$ cat src/rtl/int_mul_pkg.sv
// Shared definitions for the shift-add multiplier.
// Holds the default operand width and the FSM state encoding, which is also
// exported on the debug port cs.
package int_mul_pkg;

  localparam int N_DEFAULT = 4;

  typedef enum logic [2:0] {
    IDLE = 3'd0,
    LOAD = 3'd1,
    CALC = 3'd2,
    ADD  = 3'd3,
    DONE = 3'd4
  } state_t;

endpackage

$ cat src/rtl/mul_dp.sv
// Datapath of the shift-add multiplier: computes in1 * in2 + in3.
// Ports:
//   clk, rst                - clock, asynchronous active-high reset
//   ld                      - capture in1/in2/in3 into A/B/R, clear ACC
//   shift                   - one shift-add iteration
//   add_r                   - add R into the 2N-bit product {ACC, B}
//   ld_cnt                  - preset the iteration counter to N
//   out_en                  - pass the product to the output (else zeros)
//   in1, in2, in3           - multiplicand, multiplier, addend
//   product                 - gated 2N-bit result
//   cnt_one                 - counter is on its last iteration
module mul_dp
  import int_mul_pkg::*;
#(
  parameter int N = N_DEFAULT
) (
  input  logic           clk,
  input  logic           rst,
  input  logic           ld,
  input  logic           shift,
  input  logic           add_r,
  input  logic           ld_cnt,
  input  logic           out_en,
  input  logic [N-1:0]   in1,
  input  logic [N-1:0]   in2,
  input  logic [N-1:0]   in3,
  output logic [2*N-1:0] product,
  output logic           cnt_one
);

  localparam int CW = $clog2(N + 1);

  logic [N-1:0]   a;
  logic [N-1:0]   b;
  logic [N-1:0]   r;
  // The accumulator only ever stores sum >> 1, whose top bit is always zero,
  // so the stored copy keeps N bits; the carry lives in the N+1-bit sum.
  logic [N-1:0]   acc;
  logic [CW-1:0]  cnt;
  logic [N:0]     sum;
  logic [2*N-1:0] post_sum;

  // NOTE: every combinational output gets a value on every path (default
  // first or full if/else); a missing branch would infer a latch.
  always_comb begin
    sum      = b[0] ? ({1'b0, acc} + {1'b0, a}) : {1'b0, acc};
    post_sum = {acc, b} + {{N{1'b0}}, r};
  end

  // NOTE: sequential state uses non-blocking assignments so every register
  // samples the pre-edge values, independent of statement order.
  always_ff @(posedge clk or posedge rst) begin
    if (rst) begin
      a   <= '0;
      b   <= '0;
      r   <= '0;
      acc <= '0;
      cnt <= '0;
    end else begin
      if (ld) begin
        a   <= in1;
        b   <= in2;
        r   <= in3;
        acc <= '0;
      end else if (shift) begin
        // {sum, B} shifted right by one bit.
        acc <= sum[N:1];
        b   <= {sum[0], b[N-1:1]};
      end else if (add_r) begin
        // Cannot overflow: (2^N-1)^2 + (2^N-1) < 2^2N.
        acc <= post_sum[2*N-1:N];
        b   <= post_sum[N-1:0];
      end

      if (ld_cnt) begin
        cnt <= CW'(N);
      end else if (shift) begin
        cnt <= cnt - CW'(1);
      end
    end
  end

  assign cnt_one = (cnt == CW'(1));
  assign product = out_en ? {acc, b} : '0;

endmodule

$ cat src/rtl/int_multiplier.sv
// Sequential multiplier computing product = in1 * in2 + in3 (unsigned).
// Used beside the integer divider to rebuild the dividend as q * y + r.
// Ports:
//   clk, rst        - clock, asynchronous active-high reset
//   go              - start request, sampled in IDLE; must drop to return
//   in1, in2, in3   - multiplicand, multiplier, addend (captured in LOAD)
//   product         - 2N-bit result, non-zero only while done is high
//   done            - result valid
//   busy            - operation in progress (LOAD, CALC, ADD)
//   cs              - current FSM state for debug
module int_multiplier
  import int_mul_pkg::*;
#(
  parameter int N = N_DEFAULT
) (
  input  logic           clk,
  input  logic           rst,
  input  logic           go,
  input  logic [N-1:0]   in1,
  input  logic [N-1:0]   in2,
  input  logic [N-1:0]   in3,
  output logic [2*N-1:0] product,
  output logic           done,
  output logic           busy,
  output logic [2:0]     cs
);

  state_t state;
  state_t next;
  logic   cnt_one;

  always_comb begin
    next = state;
    case (state)
      IDLE:    if (go) next = LOAD;
      LOAD:    next = CALC;
      CALC:    if (cnt_one) next = ADD;
      ADD:     next = DONE;
      DONE:    if (!go) next = IDLE;
      default: next = IDLE;
    endcase
  end

  // done/busy are registered from the next state so they switch together
  // with the state register.
  // NOTE: control and datapath registers are reset; the design has no
  // memories, so nothing is left uninitialised after rst.
  always_ff @(posedge clk or posedge rst) begin
    if (rst) begin
      state <= IDLE;
      done  <= 1'b0;
      busy  <= 1'b0;
    end else begin
      state <= next;
      done  <= (next == DONE);
      busy  <= (next == LOAD) || (next == CALC) || (next == ADD);
    end
  end

  assign cs = state;

  mul_dp #(.N(N)) u_dp (
    .clk     (clk),
    .rst     (rst),
    .ld      (state == LOAD),
    .shift   (state == CALC),
    .add_r   (state == ADD),
    .ld_cnt  (state == LOAD),
    .out_en  (done),
    .in1     (in1),
    .in2     (in2),
    .in3     (in3),
    .product (product),
    .cnt_one (cnt_one)
  );

endmodule

$ cat config.mk
export PLATFORM = sky130hd
export DESIGN_NAME = int_multiplier
export DESIGN_NICKNAME = d
export VERILOG_FILES = /design/src/rtl/int_mul_pkg.sv /design/src/rtl/mul_dp.sv /design/src/rtl/int_multiplier.sv
export SDC_FILE = /design/constraint.sdc
export NUM_CORES = 1
export LEC_CHECK = 0
export ABC_CLOCK_PERIOD_IN_PS = 1700
export CORE_ASPECT_RATIO = 0.8
export CORE_UTILIZATION = 47
export CTS_CLUSTER_SIZE = 28
export DETAILED_ROUTE_END_ITERATION = 7
export MAX_ROUTING_LAYER = met4
export PLACE_DENSITY = 0.76
export SKIP_CTS_REPAIR_TIMING = 1
export SYNTH_ARGS = -nofsm -noshare
export SYNTH_HDL_FRONTEND = slang
export SYNTH_HIERARCHICAL = 1
export SYNTH_SLANG_ARGS = --single-unit
$ cat constraint.sdc
create_clock -name clk -period 1.7 [get_ports clk]
set_input_delay 0.34 -clock clk [delete_from_list [all_inputs] [get_ports clk]]
set_output_delay 0.34 -clock clk [all_outputs]
set_load 0.005 [all_outputs]
==> flow_summary.json <==
{
  "grt_antenna_before_repair": 0,
  "post-route-period-util_pct": 104,
  "utilization_pct": 72.7,
  "cts_max_level": 1,
  "fp.dieW_um": 66.1,
  "p_sw_w": 0.00190,
  "antenna_cells": 0,
  "preCtsSetupSlack_ps": -91.1,
  "seqPwrFrac_pct": 23.7,
  "outcome": "complete, but fails checks",
  "drtIter0Drc": 58,
  "crit_required_ps": 1880,
  "synth-seq-cells": 24,
  "fill_cells": 209,
  "worst_slack_ps": -67.1,
  "wl_met2_um": 1980,
  "core_sq_um": 3110,
  "wl_per_cell_um": 15.5,
  "drv_cap": 0,
  "clockPowerShare_pct": 10.4,
  "setup_tns_ps": -68.8,
  "synth_edf_count": 0,
  "placed_area_sq_um": 1940,
  "dr.max_layer_used": "met4",
  "drv_slew": 0,
  "hold_viol": 0,
  "cts_tree": "built",
  "clock.fmax_mhz": 566,
  "async_reset_ff_share_pct": 100,
  "synth-simple-area-share_pct": 17.4,
  "rsz0062_at_grt": "true",
  "groute.usage.overall_pct": 22.6,
  "finalCriticalPeriod_ps": 1770,
  "synth_warnings": 6,
  "dieArea_sq_um": 3530,
  "comb_power_share_pct": 65.8,
  "drive_above_1_share_pct": 29.9,
  "final_cell_mix": "buf_4 (26), dfrtp_1 (23), clkdlybuf4s50_1 (19)",
  "nets": 242,
  "path_clk_slew_ps": 90,
  "syn-num-nets": 185,
  "grt_pass1_vias": 1162,
  "critPathKind": "reg2reg",
  "syn_area_sq_um": 1550,
  "syn_area_per_cell_sq_um": 9.79,
  "vdd_drop_max_mv": 1.02,
  "crit_buf_inv": 0,
  "cp-start-kind": "register",
  "grt_max_degree": 20,
  "synth_fa_ha_area_share_pct": 10.7,
  "slew_headroom_pct": 75.9,
  "start_util_pct": 49.8,
  "hp-class": "in2async",
  "io_buffers": 27,
  "ys_types": 38,
  "tightest_slew_ps": 361,
  "wirelength_met1_um": 1800,
  "layout_commonest_cell": "buf_4",
  "areaGrowthSynthToFinish_pct": 46.2,
  "syn_inst": 158,
  "hpwl_um": 2700,
  "synth-compound-area-share_pct": 13.6,
  "rr_worst_depth": 6,
  "met3_length_um": 145,
  "cts_max_path_buffers": 2,
  "cts_buffers": 3,
  "yosys-mux-area-fraction_pct": 9.63,
  "boundaryPins": 28,
  "cp-end-kind": "register",
  "cp_max_fo": 2,
  "drc": 0,
  "via_per_inst": 5.41,
  "timing.rr.end": "u_dp/acc[2]",
  "synth_top_flop_cell": "dfrtp_1",
  "fin_hold_ws_ps": 322,
  "antenna_left": 0,
  "rows": 18,
  "cts-root-buf": "clkbuf_8",
  "synth_top_family_by_area": "simple AND/OR/NAND/NOR gates",
  "crit_family": "adder cells",
  "p_leak_nw": 1.12,
  "r2r_setup_slack_ps": -70,
  "swShare_pct": 39.4,
  "dieHeight_um": 53.3,
  "drtPass1Iterations": 4,
  "vias": 1375,
  "r2r_start": "u_dp/b[0]",
  "place.gp.congestion": 0.850,
  "clk_latency_ps": 270,
  "synth_xor_area_share_pct": 3.96,
  "clock_sinks": 24,
  "overflow": 0,
  "worstPathCellList": "ha_2 -> fa_2 -> a211oi_2 -> nor3_1 -> xnor2_1 -> a211oi_1",
  "cp_slowest_cell": "dfrtp_1",
  "cpPeakStageDelay_ps": 400,
  "final_cell_area_sq_um": 2260,
  "p_int_w": 0.00292,
  "totalWireLength_um": 3950,
  "arrival_ps": 1950,
  "finalSetupViolations": 2,
  "violations": "negative setup slack",
  "grt_first_pass_wirelength_um": 5620,
  "powerDensity_nw_per_um2": 2130,
  "finClkSkew_ps": 3.19,
  "seq_area_frac_synth_pct": 38.8
}
==> layer usage <==
| metal | track usage, % | vias up |
|---|---|---|
| li1 | - | 665 |
| met1 | 30.8 | 677 |
| met2 | 35.2 | 29 |
| met3 | 5.17 | 4 |
| met4 | 3.19 | 0 |
| met5 | - | - |
==> sequential cells by signal, indices dropped and copies added, names as in the netlist <==
signal,flops
cs,3
busy,1
done,1
u_dp/cnt,3
u_dp/b,4
u_dp/acc,4
u_dp/a,4
u_dp/r,4
==> worst register-to-register path, stage by stage (launching register included) <==
cell and delay [ps]:
dfrtp_1 400, ha_2 210, fa_2 370, a211oi_2 280, nor3_1 90, xnor2_1 130, a211oi_1 200
==> how the worst max path moves through the flow <==
stage / depth (start not counted) / slack [ps] / end / start
2_1_floorplan: 7 / 2 / u_dp/acc[3] / cs[2]
3_3_place_gp: 6 / 10 / u_dp/acc[2] / u_dp/b[0]
3_5_place_dp: 6 / -90 / u_dp/acc[2] / u_dp/b[0]
4_1_cts: 2 / -110 / product[6] / done
5_1_grt: 6 / -140 / u_dp/acc[2] / u_dp/b[0]
6_report: 6 / -70 / u_dp/acc[2] / u_dp/b[0]
==> per-stage QoR <==
stage | power (W) | instances
floorplan | 0.00282 | 158
global placement | 0.00353 | 232
detailed placement | 0.00366 | 232
CTS | 0.00417 | 236
global route | 0.00520 | 254
finish | 0.00482 | 254
==> cells in the mapped netlist (all sizes together), types with 3 or more instances <==
cell type	instances	share of area (%)
a211oi	7	3.4
a21oi	9	2.9
and2	8	3.3
buf	5	2.5
clkbuf	3	0.73
dfrtp	24	39
ha	10	8.1
inv	11	2.7
mux2	7	5.1
mux2i	7	4.5
nand2	11	2.7
nand4	3	1.2
nor2	10	2.4
nor2b	4	1.6
nor3	4	1.3
o21ai	7	2.3
xnor2	6	3.4
==> power by group through the flow <==
stage / logic, W / clock network (W) / registers [W]
floorplan: 0.00173 / 0 / 0.00110
global placement: 0.00242 / 0 / 0.00111
detailed placement: 0.00253 / 0 / 0.00113
CTS: 0.00253 / 0.000510 / 0.00112
global route: 0.00347 / 0.000547 / 0.00118
finish: 0.00317 / 0.000502 / 0.00114
==> area by class of cell <==
class	count	area [sq um]	area share (%)
Tap cell	40	50.0	2.21
Clock buffer	3	41.3	1.83
Sequential cell	24	602	26.6
Timing Repair Buffer	60	558	24.7
Multi-Input combinational cell	115	938	41.5
Inverter	11	41.3	1.83
Clock inverter	1	30.0	1.33
==> kinds of logic after synthesis <==
logic type,count (synthesis)
flops,24
buf+inv,19
xor+xnor,7
fa+ha+maj,12
compound gates,32
mux,14
simple gates,50
No activity file was read; power rests on OpenSTA's default activity.
